### config.mk
export PLATFORM = sky130hd
export DESIGN_NAME = multicycle_control
export DESIGN_NICKNAME = d
export VERILOG_FILES = /design/src/rtl/multicycle_control.sv
export SDC_FILE = /design/constraint.sdc
export NUM_CORES = 1
export LEC_CHECK = 0
export CAP_MARGIN = 20
export CORE_MARGIN = 2
export CORE_UTILIZATION = 35
export DETAILED_ROUTE_END_ITERATION = 8
export PLACE_DENSITY = 0.81
export SLEW_MARGIN = 20
export SYNTH_ARGS = -nofsm -noshare
export SYNTH_HDL_FRONTEND = slang
export SYNTH_SLANG_ARGS = --single-unit
### constraint.sdc
create_clock -name clk -period 4.2 [get_ports clk]
set_clock_uncertainty 0.1 [all_clocks]
set_input_delay 0.84 -clock clk [delete_from_list [all_inputs] [get_ports clk]]
set_output_delay 0.84 -clock clk [all_outputs]
set_load 0.01 [all_outputs]
### src/rtl/multicycle_control.sv
// Moore control FSM for the multi-cycle MIPS datapath.
// Sequences every instruction through FETCH/DECODE/execute/memory/writeback.
// It drives the datapath mux selects, the register and memory strobes, and the PC-write enables.
// MemReady stretches FETCH, MEMRD and MEMWR so memory can insert wait states.
//
// Handshake: while the FSM sits in a memory-access state, the access is
// presented and held constant. MemReady=1 in that cycle means the memory
// completes the access at the coming rising edge, and the FSM advances.
// MemReady has no effect in any other state.
module multicycle_control #(
  parameter int ALUOP_W     = 4,
  parameter int ENABLE_JUMP = 1,
  parameter int ENABLE_ADDI = 1
) (
  input  logic               clk,
  input  logic               rst_n,
  input  logic [5:0]         OpCode,
  input  logic               Zero,
  input  logic               MemReady,
  output logic               PCWrite,
  output logic               PCWriteCond,
  output logic               IorD,
  output logic               MemRead,
  output logic               MemWrite,
  output logic               IRWrite,
  output logic               MemtoReg,
  output logic               RegDst,
  output logic               RegWrite,
  output logic               ALUSrcA,
  output logic [1:0]         ALUSrcB,
  output logic [1:0]         PCSource,
  output logic [ALUOP_W-1:0] ALUOp,
  output logic [3:0]         State,
  output logic               InstrDone,
  output logic               BranchTaken,
  output logic               IllegalOp
);

  localparam logic [3:0] S_FETCH  = 4'd0;
  localparam logic [3:0] S_DECODE = 4'd1;
  localparam logic [3:0] S_MEMADR = 4'd2;
  localparam logic [3:0] S_MEMRD  = 4'd3;
  localparam logic [3:0] S_MEMWB  = 4'd4;
  localparam logic [3:0] S_MEMWR  = 4'd5;
  localparam logic [3:0] S_EXEC   = 4'd6;
  localparam logic [3:0] S_RCOMP  = 4'd7;
  localparam logic [3:0] S_BRANCH = 4'd8;
  localparam logic [3:0] S_JUMP   = 4'd9;
  localparam logic [3:0] S_ADDIEX = 4'd10;
  localparam logic [3:0] S_ADDIWB = 4'd11;

  localparam logic [5:0] OP_RTYPE = 6'b000000;
  localparam logic [5:0] OP_LW    = 6'b100011;
  localparam logic [5:0] OP_SW    = 6'b101011;
  localparam logic [5:0] OP_BEQ   = 6'b000100;
  localparam logic [5:0] OP_J     = 6'b000010;
  localparam logic [5:0] OP_ADDI  = 6'b001000;

  localparam logic [ALUOP_W-1:0] ALU_ADD   = ALUOP_W'(0);
  localparam logic [ALUOP_W-1:0] ALU_SUB   = ALUOP_W'(1);
  localparam logic [ALUOP_W-1:0] ALU_FUNCT = ALUOP_W'(2);

  localparam bit JUMP_ON = (ENABLE_JUMP != 0);
  localparam bit ADDI_ON = (ENABLE_ADDI != 0);

  // Ungated control bundle produced from the current state.
  typedef struct packed {
    logic               pc_write;
    logic               pc_write_cond;
    logic               iord;
    logic               mem_read;
    logic               mem_write;
    logic               ir_write;
    logic               mem_to_reg;
    logic               reg_dst;
    logic               reg_write;
    logic               alu_src_a;
    logic [1:0]         alu_src_b;
    logic [1:0]         pc_source;
    logic [ALUOP_W-1:0] alu_op;
    logic               instr_done;
    logic               branch_taken;
    logic               illegal_op;
  } ctl_t;

  logic [3:0] state_q;
  logic [3:0] state_d;
  ctl_t       ctl;
  logic       op_legal;

  // Opcodes that DECODE accepts, including the optional classes.
  assign op_legal = (OpCode == OP_RTYPE) || (OpCode == OP_LW) ||
                    (OpCode == OP_SW) || (OpCode == OP_BEQ) ||
                    (JUMP_ON && (OpCode == OP_J)) ||
                    (ADDI_ON && (OpCode == OP_ADDI));

  // State register: reset abandons any instruction and returns to FETCH.
  always_ff @(posedge clk or negedge rst_n) begin
    if (!rst_n) state_q <= S_FETCH;
    else        state_q <= state_d;
  end

  // Next-state logic.
  always_comb begin
    state_d = S_FETCH;
    case (state_q)
      S_FETCH:  state_d = MemReady ? S_DECODE : S_FETCH;
      S_DECODE: begin
        if (!op_legal)                 state_d = S_FETCH;
        else if (OpCode == OP_RTYPE)   state_d = S_EXEC;
        else if (OpCode == OP_LW ||
                 OpCode == OP_SW)      state_d = S_MEMADR;
        else if (OpCode == OP_BEQ)     state_d = S_BRANCH;
        else if (OpCode == OP_J)       state_d = S_JUMP;
        else                           state_d = S_ADDIEX;
      end
      // The IR holds OpCode stable, so lw/sw is re-examined here.
      S_MEMADR: state_d = (OpCode == OP_LW) ? S_MEMRD : S_MEMWR;
      S_MEMRD:  state_d = MemReady ? S_MEMWB : S_MEMRD;
      S_MEMWB:  state_d = S_FETCH;
      S_MEMWR:  state_d = MemReady ? S_FETCH : S_MEMWR;
      S_EXEC:   state_d = S_RCOMP;
      S_RCOMP:  state_d = S_FETCH;
      S_BRANCH: state_d = S_FETCH;
      S_JUMP:   state_d = S_FETCH;
      S_ADDIEX: state_d = S_ADDIWB;
      S_ADDIWB: state_d = S_FETCH;
      default:  state_d = S_FETCH;
    endcase
  end

  // Moore outputs, qualified only by MemReady (memory states) and Zero (BRANCH).
  always_comb begin
    ctl = '0;
    case (state_q)
      S_FETCH: begin
        ctl.mem_read  = 1'b1;
        ctl.alu_src_b = 2'b01;
        ctl.alu_op    = ALU_ADD;
        ctl.ir_write  = MemReady;
        ctl.pc_write  = MemReady;
      end
      S_DECODE: begin
        ctl.alu_src_b  = 2'b11;
        ctl.alu_op     = ALU_ADD;
        ctl.illegal_op = ~op_legal;
      end
      S_MEMADR: begin
        ctl.alu_src_a = 1'b1;
        ctl.alu_src_b = 2'b10;
        ctl.alu_op    = ALU_ADD;
      end
      S_MEMRD: begin
        ctl.mem_read = 1'b1;
        ctl.iord     = 1'b1;
      end
      S_MEMWB: begin
        ctl.mem_to_reg = 1'b1;
        ctl.reg_write  = 1'b1;
        ctl.instr_done = 1'b1;
      end
      S_MEMWR: begin
        ctl.mem_write  = 1'b1;
        ctl.iord       = 1'b1;
        ctl.instr_done = MemReady;
      end
      S_EXEC: begin
        ctl.alu_src_a = 1'b1;
        ctl.alu_src_b = 2'b00;
        ctl.alu_op    = ALU_FUNCT;
      end
      S_RCOMP: begin
        ctl.reg_dst    = 1'b1;
        ctl.reg_write  = 1'b1;
        ctl.instr_done = 1'b1;
      end
      S_BRANCH: begin
        ctl.alu_src_a     = 1'b1;
        ctl.alu_src_b     = 2'b00;
        ctl.alu_op        = ALU_SUB;
        ctl.pc_write_cond = 1'b1;
        ctl.pc_source     = 2'b01;
        ctl.branch_taken  = Zero;
        ctl.instr_done    = 1'b1;
      end
      S_JUMP: begin
        ctl.pc_write   = 1'b1;
        ctl.pc_source  = 2'b10;
        ctl.instr_done = 1'b1;
      end
      S_ADDIEX: begin
        ctl.alu_src_a = 1'b1;
        ctl.alu_src_b = 2'b10;
        ctl.alu_op    = ALU_ADD;
      end
      S_ADDIWB: begin
        ctl.reg_write  = 1'b1;
        ctl.instr_done = 1'b1;
      end
      default: ctl = '0;
    endcase
  end

  // Gate everything while reset is asserted so no strobe leaks out.
  assign PCWrite     = rst_n & ctl.pc_write;
  assign PCWriteCond = rst_n & ctl.pc_write_cond;
  assign IorD        = rst_n & ctl.iord;
  assign MemRead     = rst_n & ctl.mem_read;
  assign MemWrite    = rst_n & ctl.mem_write;
  assign IRWrite     = rst_n & ctl.ir_write;
  assign MemtoReg    = rst_n & ctl.mem_to_reg;
  assign RegDst      = rst_n & ctl.reg_dst;
  assign RegWrite    = rst_n & ctl.reg_write;
  assign ALUSrcA     = rst_n & ctl.alu_src_a;
  assign ALUSrcB     = rst_n ? ctl.alu_src_b : 2'b00;
  assign PCSource    = rst_n ? ctl.pc_source : 2'b00;
  assign ALUOp       = rst_n ? ctl.alu_op : '0;
  assign State       = rst_n ? state_q : 4'd0;
  assign InstrDone   = rst_n & ctl.instr_done;
  assign BranchTaken = rst_n & ctl.branch_taken;
  assign IllegalOp   = rst_n & ctl.illegal_op;

endmodule

==> summary.md <==
| Metric | Value |
|---|---|
| Result of the run | `complete, no violations` |
| Hold path depth | `1` |
| Period utilization | `0.8644` |
| Flip-flop count of the largest register after layout | `4` |
| Cell-by-cell listing of the critical path | `clkdlybuf4s50_1 -> nand2b_1 -> nor4_2 -> and2_1 -> clkdlybuf4s50_1` |
| Fraction of layout instances using a drive strength above 1 | `0.07826` |
| FF-to-FF Start | `state_q[0]` |
| Hold Fails Final Rpt | `0` |
| Max-cap violations | `0` |
| Sequential area share after synthesis | `0.1501` |
| Upper clock frequency limit | `275.4 MHz` |
| Clock slew at the register clock pins of the worst setup and hold paths | `0.04 ns` |
| Flip-flop and latch count after synthesis | `4` |
| Largest stage delay on the critical path | `0.71 ns` |
| Top cells by count, synth | `sky130_fd_sc_hd__nand2_1 (8), sky130_fd_sc_hd__nor3_1 (7), sky130_fd_sc_hd__nor2_1 (6)` |
| Initial core utilization | `0.3780` |
| Layout net count | `127` |
| Launch point of the worst hold path | `state_q[3]` |
| Maximum level of the CTS H-tree | `1` |
| Clock root cell | `sky130_fd_sc_hd__clkbuf_4` |
| Via density per instance | `5.343` |
| First-pass GRT wire length | `2656 um` |
| Maximum number of pins on one net before global-route repair | `22` |
| Post-DP Area | `948.4 sq um` |
| Inst Count DP | `137` |
| Asr flop ratio synth | `1.000` |
| Number of clock sinks seen by CTS | `4` |
| Cell mode on critical path | `sky130_fd_sc_hd__clkdlybuf4s50_1` |
| Clock Latency Late Sink | `0.23 ns` |
| Drc violations | `0` |
| Final instance count without filler cells | `140` |
| Reg2reg end | `state_q[2]` |
| Unrepaired setup endpoints after global routing | `false` |
| Pwr per Cell Area | `183.1 nW/um^2` |
| Number of buffer and inverter stages on the critical path | `2` |
| Max-slew violation count | `0` |
| Post-synthesis average cell area | `7.578 sq um` |
| Cell variety after synth | `40` |
| Vertical extent of the die | `47.65 um` |
| Type of the tightest min-delay check | `register to register` |
| Cell area after technology mapping | `666.9 sq um` |
| Register with the most flip-flops | `state_q` |
| CTS resizes | `0` |
| Routed length per instance | `12.36 um` |
| Synthesis Warnings | `0` |
| Number of buffers inserted for hold repair after clock tree synthesis | `0` |
| Number of buffers added by the clock tree synthesis step | `3` |
| Total leakage power | `0.3481 nW` |
| Cell with the most instances after synthesis | `sky130_fd_sc_hd__nand2_1` |
| Setup crit end kind | `primary output` |
| Filler Cell Count | `166` |
| Primary FF master, synth | `sky130_fd_sc_hd__dfrtp_1` |
| Overall fraction of global-route tracks in use | `0.1610` |
| Worst vdd ir | `0.1082 mV` |
| Gr ovfl total | `0` |
| Clock period minus final worst setup slack | `3.631 ns` |
| Number of setup buffers added after CTS | `0` |
| Setup TNS after final layout | `0 ns` |
| Layout-stage area growth over the synthesis result | `45.59%` |
| Synthesized instance count | `88` |
| Final routed wirelength across all metal layers | `1730 um` |
| Floorplan core area | `1764 sq um` |
| Capture endpoint of the worst hold path | `state_q[0]` |
| EDFF count, synth | `0` |
| Critical path start-end classification | `primary input to primary output` |
| Reg2Reg Depth | `3` |
| Final ANT Viol Nets | `0` |
| Via total after detailed routing | `748` |
| Registers with the most flip-flops | `state_q: 4 flops` |
| Number of antenna violations at the first check in global routing | `0` |
| Worst Tran Pin Value | `0.6068 ns` |
| Slowest stage cell, crit path | `sky130_fd_sc_hd__clkdlybuf4s50_1` |
| Number of DRC markers after the initial detailed-route iteration | `14` |
| Startpoint type of the worst setup path | `primary input` |
| TritonCTS clock tree | `built` |
| Placement row count | `15` |
| Overall die width | `47.65 um` |
| Slack of the worst reg-to-reg path | `2.52 ns` |
| Required @ worst endpoint | `3.26 ns` |
| Final weighted congestion in routability-driven placement | `0.7328` |
| Quantity of I/O buffers inserted on ports | `32` |
| Maximum clock path buffer count | `2` |
| Layout Cell Area excl Fill | `970.9 sq um` |
| Vias in the first global route | `623` |
| Maximum fanout along the worst path | `12` |
| Cell type with the highest aggregate area in the netlist | `sky130_fd_sc_hd__dfrtp_1` |
| Post-layout utilization of the core | `0.5504` |
| Number of diodes added for antenna fixing | `0` |
| Count of TritonRoute iterations in the first routing pass | `4` |
| Number of I/O pins | `35` |
| Data arrival time of the critical path | `2.69 ns` |
| Max-Slew Margin vs Limit | `0.5955` |
| Area enclosed by the die boundary | `2271 sq um` |
| DPL Wire Length | `1333 um` |
| Count of final setup violators | `0` |
| Share of the synthesized area in the top cell type | `0.1501` |
| Dominant cells by area after synthesis | `sky130_fd_sc_hd__dfrtp_1 (15%), sky130_fd_sc_hd__nor3_1 (5.3%), sky130_fd_sc_hd__buf_6 (5.1%)` |
| Critical path's top delay family | `buffers and inverters` |
[how the worst max path moves through the flow]
stage	cells after the start	to	slack, ns	from
2_1_floorplan	3	PCSource[0]	1.64	rst_n
3_3_place_gp	5	BranchTaken	0.58	rst_n
3_5_place_dp	5	BranchTaken	0.52	rst_n
4_1_cts	5	BranchTaken	0.52	rst_n
5_1_grt	5	BranchTaken	0.35	rst_n
6_report	5	BranchTaken	0.57	rst_n
[worst register-to-register path, delay by kind of cell, from the launching register on]
| kind | cells | cell delay, ns |
|---|---|---|
| AO/OA/AOI/OAI | 2 | 0.40 |
| flip-flops | 1 | 0.72 |
| AND/OR/NAND/NOR | 1 | 0.32 |
[routing by layer]
metal / track usage / part of all wire
met1: 0.2320 / 0.47
met2: 0.2486 / 0.48
met3: 0.01132 / 0.051
met4: 0.06486 / 0
met5: 0 / 0
[area by class of cell]
| cell class | count | area (sq um) | area share |
|---|---|---|---|
| inverter | 2 | 7.507 | 0.007732 |
| clock buffer | 3 | 22.52 | 0.02320 |
| timing repair buffer | 32 | 320.3 | 0.3299 |
| tap | 25 | 31.28 | 0.03222 |
| multi-input combinational | 74 | 489.2 | 0.5039 |
| sequential | 4 | 100.1 | 0.1031 |
[cell usage in the layout (no fill, tap or decap), types with 3 or more instances in the layout]
cell and n:
sky130_fd_sc_hd__clkdlybuf4s50_1 32, sky130_fd_sc_hd__and2_1 5, sky130_fd_sc_hd__clkbuf_4 3, sky130_fd_sc_hd__nand2_1 8, sky130_fd_sc_hd__nor3_1 7, sky130_fd_sc_hd__nor2_1 6
sky130_fd_sc_hd__nand4_1 3, sky130_fd_sc_hd__a211oi_1 3, sky130_fd_sc_hd__o221ai_1 3, sky130_fd_sc_hd__a21oi_1 3, sky130_fd_sc_hd__dfrtp_1 4
[kinds of logic after synthesis]
| logic type | Yosys count | share of synthesized area |
|---|---|---|
| other cells | 1 | 0.005623 |
| compound gates | 17 | 0.1857 |
| simple gates | 52 | 0.4972 |
| buf+inv | 11 | 0.1219 |
| flops | 4 | 0.1501 |
| xor+xnor | 3 | 0.03941 |
[through the flow]
| stage | setup WS [ns] | total power [mW] | hold slack [ns] |
|---|---|---|---|
| 2_1_floorplan | 1.644 | 0.1015 | 0.4444 |
| 3_3_place_gp | 0.5791 | 0.1307 | 0.6670 |
| 3_5_place_dp | 0.5244 | 0.1312 | 0.6818 |
| 4_1_cts | 0.5213 | 0.1807 | 0.6833 |
| 5_1_grt | 0.3473 | 0.1938 | 0.7291 |
| 6_report | 0.5694 | 0.1778 | 0.6877 |
[power breakdown]
part           switching (mW)  internal (mW)  total [mW]
logic                  0.0340         0.0418      0.0759
registers              0.0137         0.0412      0.0549
clock network          0.0151         0.0319      0.0470
(Power assumes the default switching activity.)
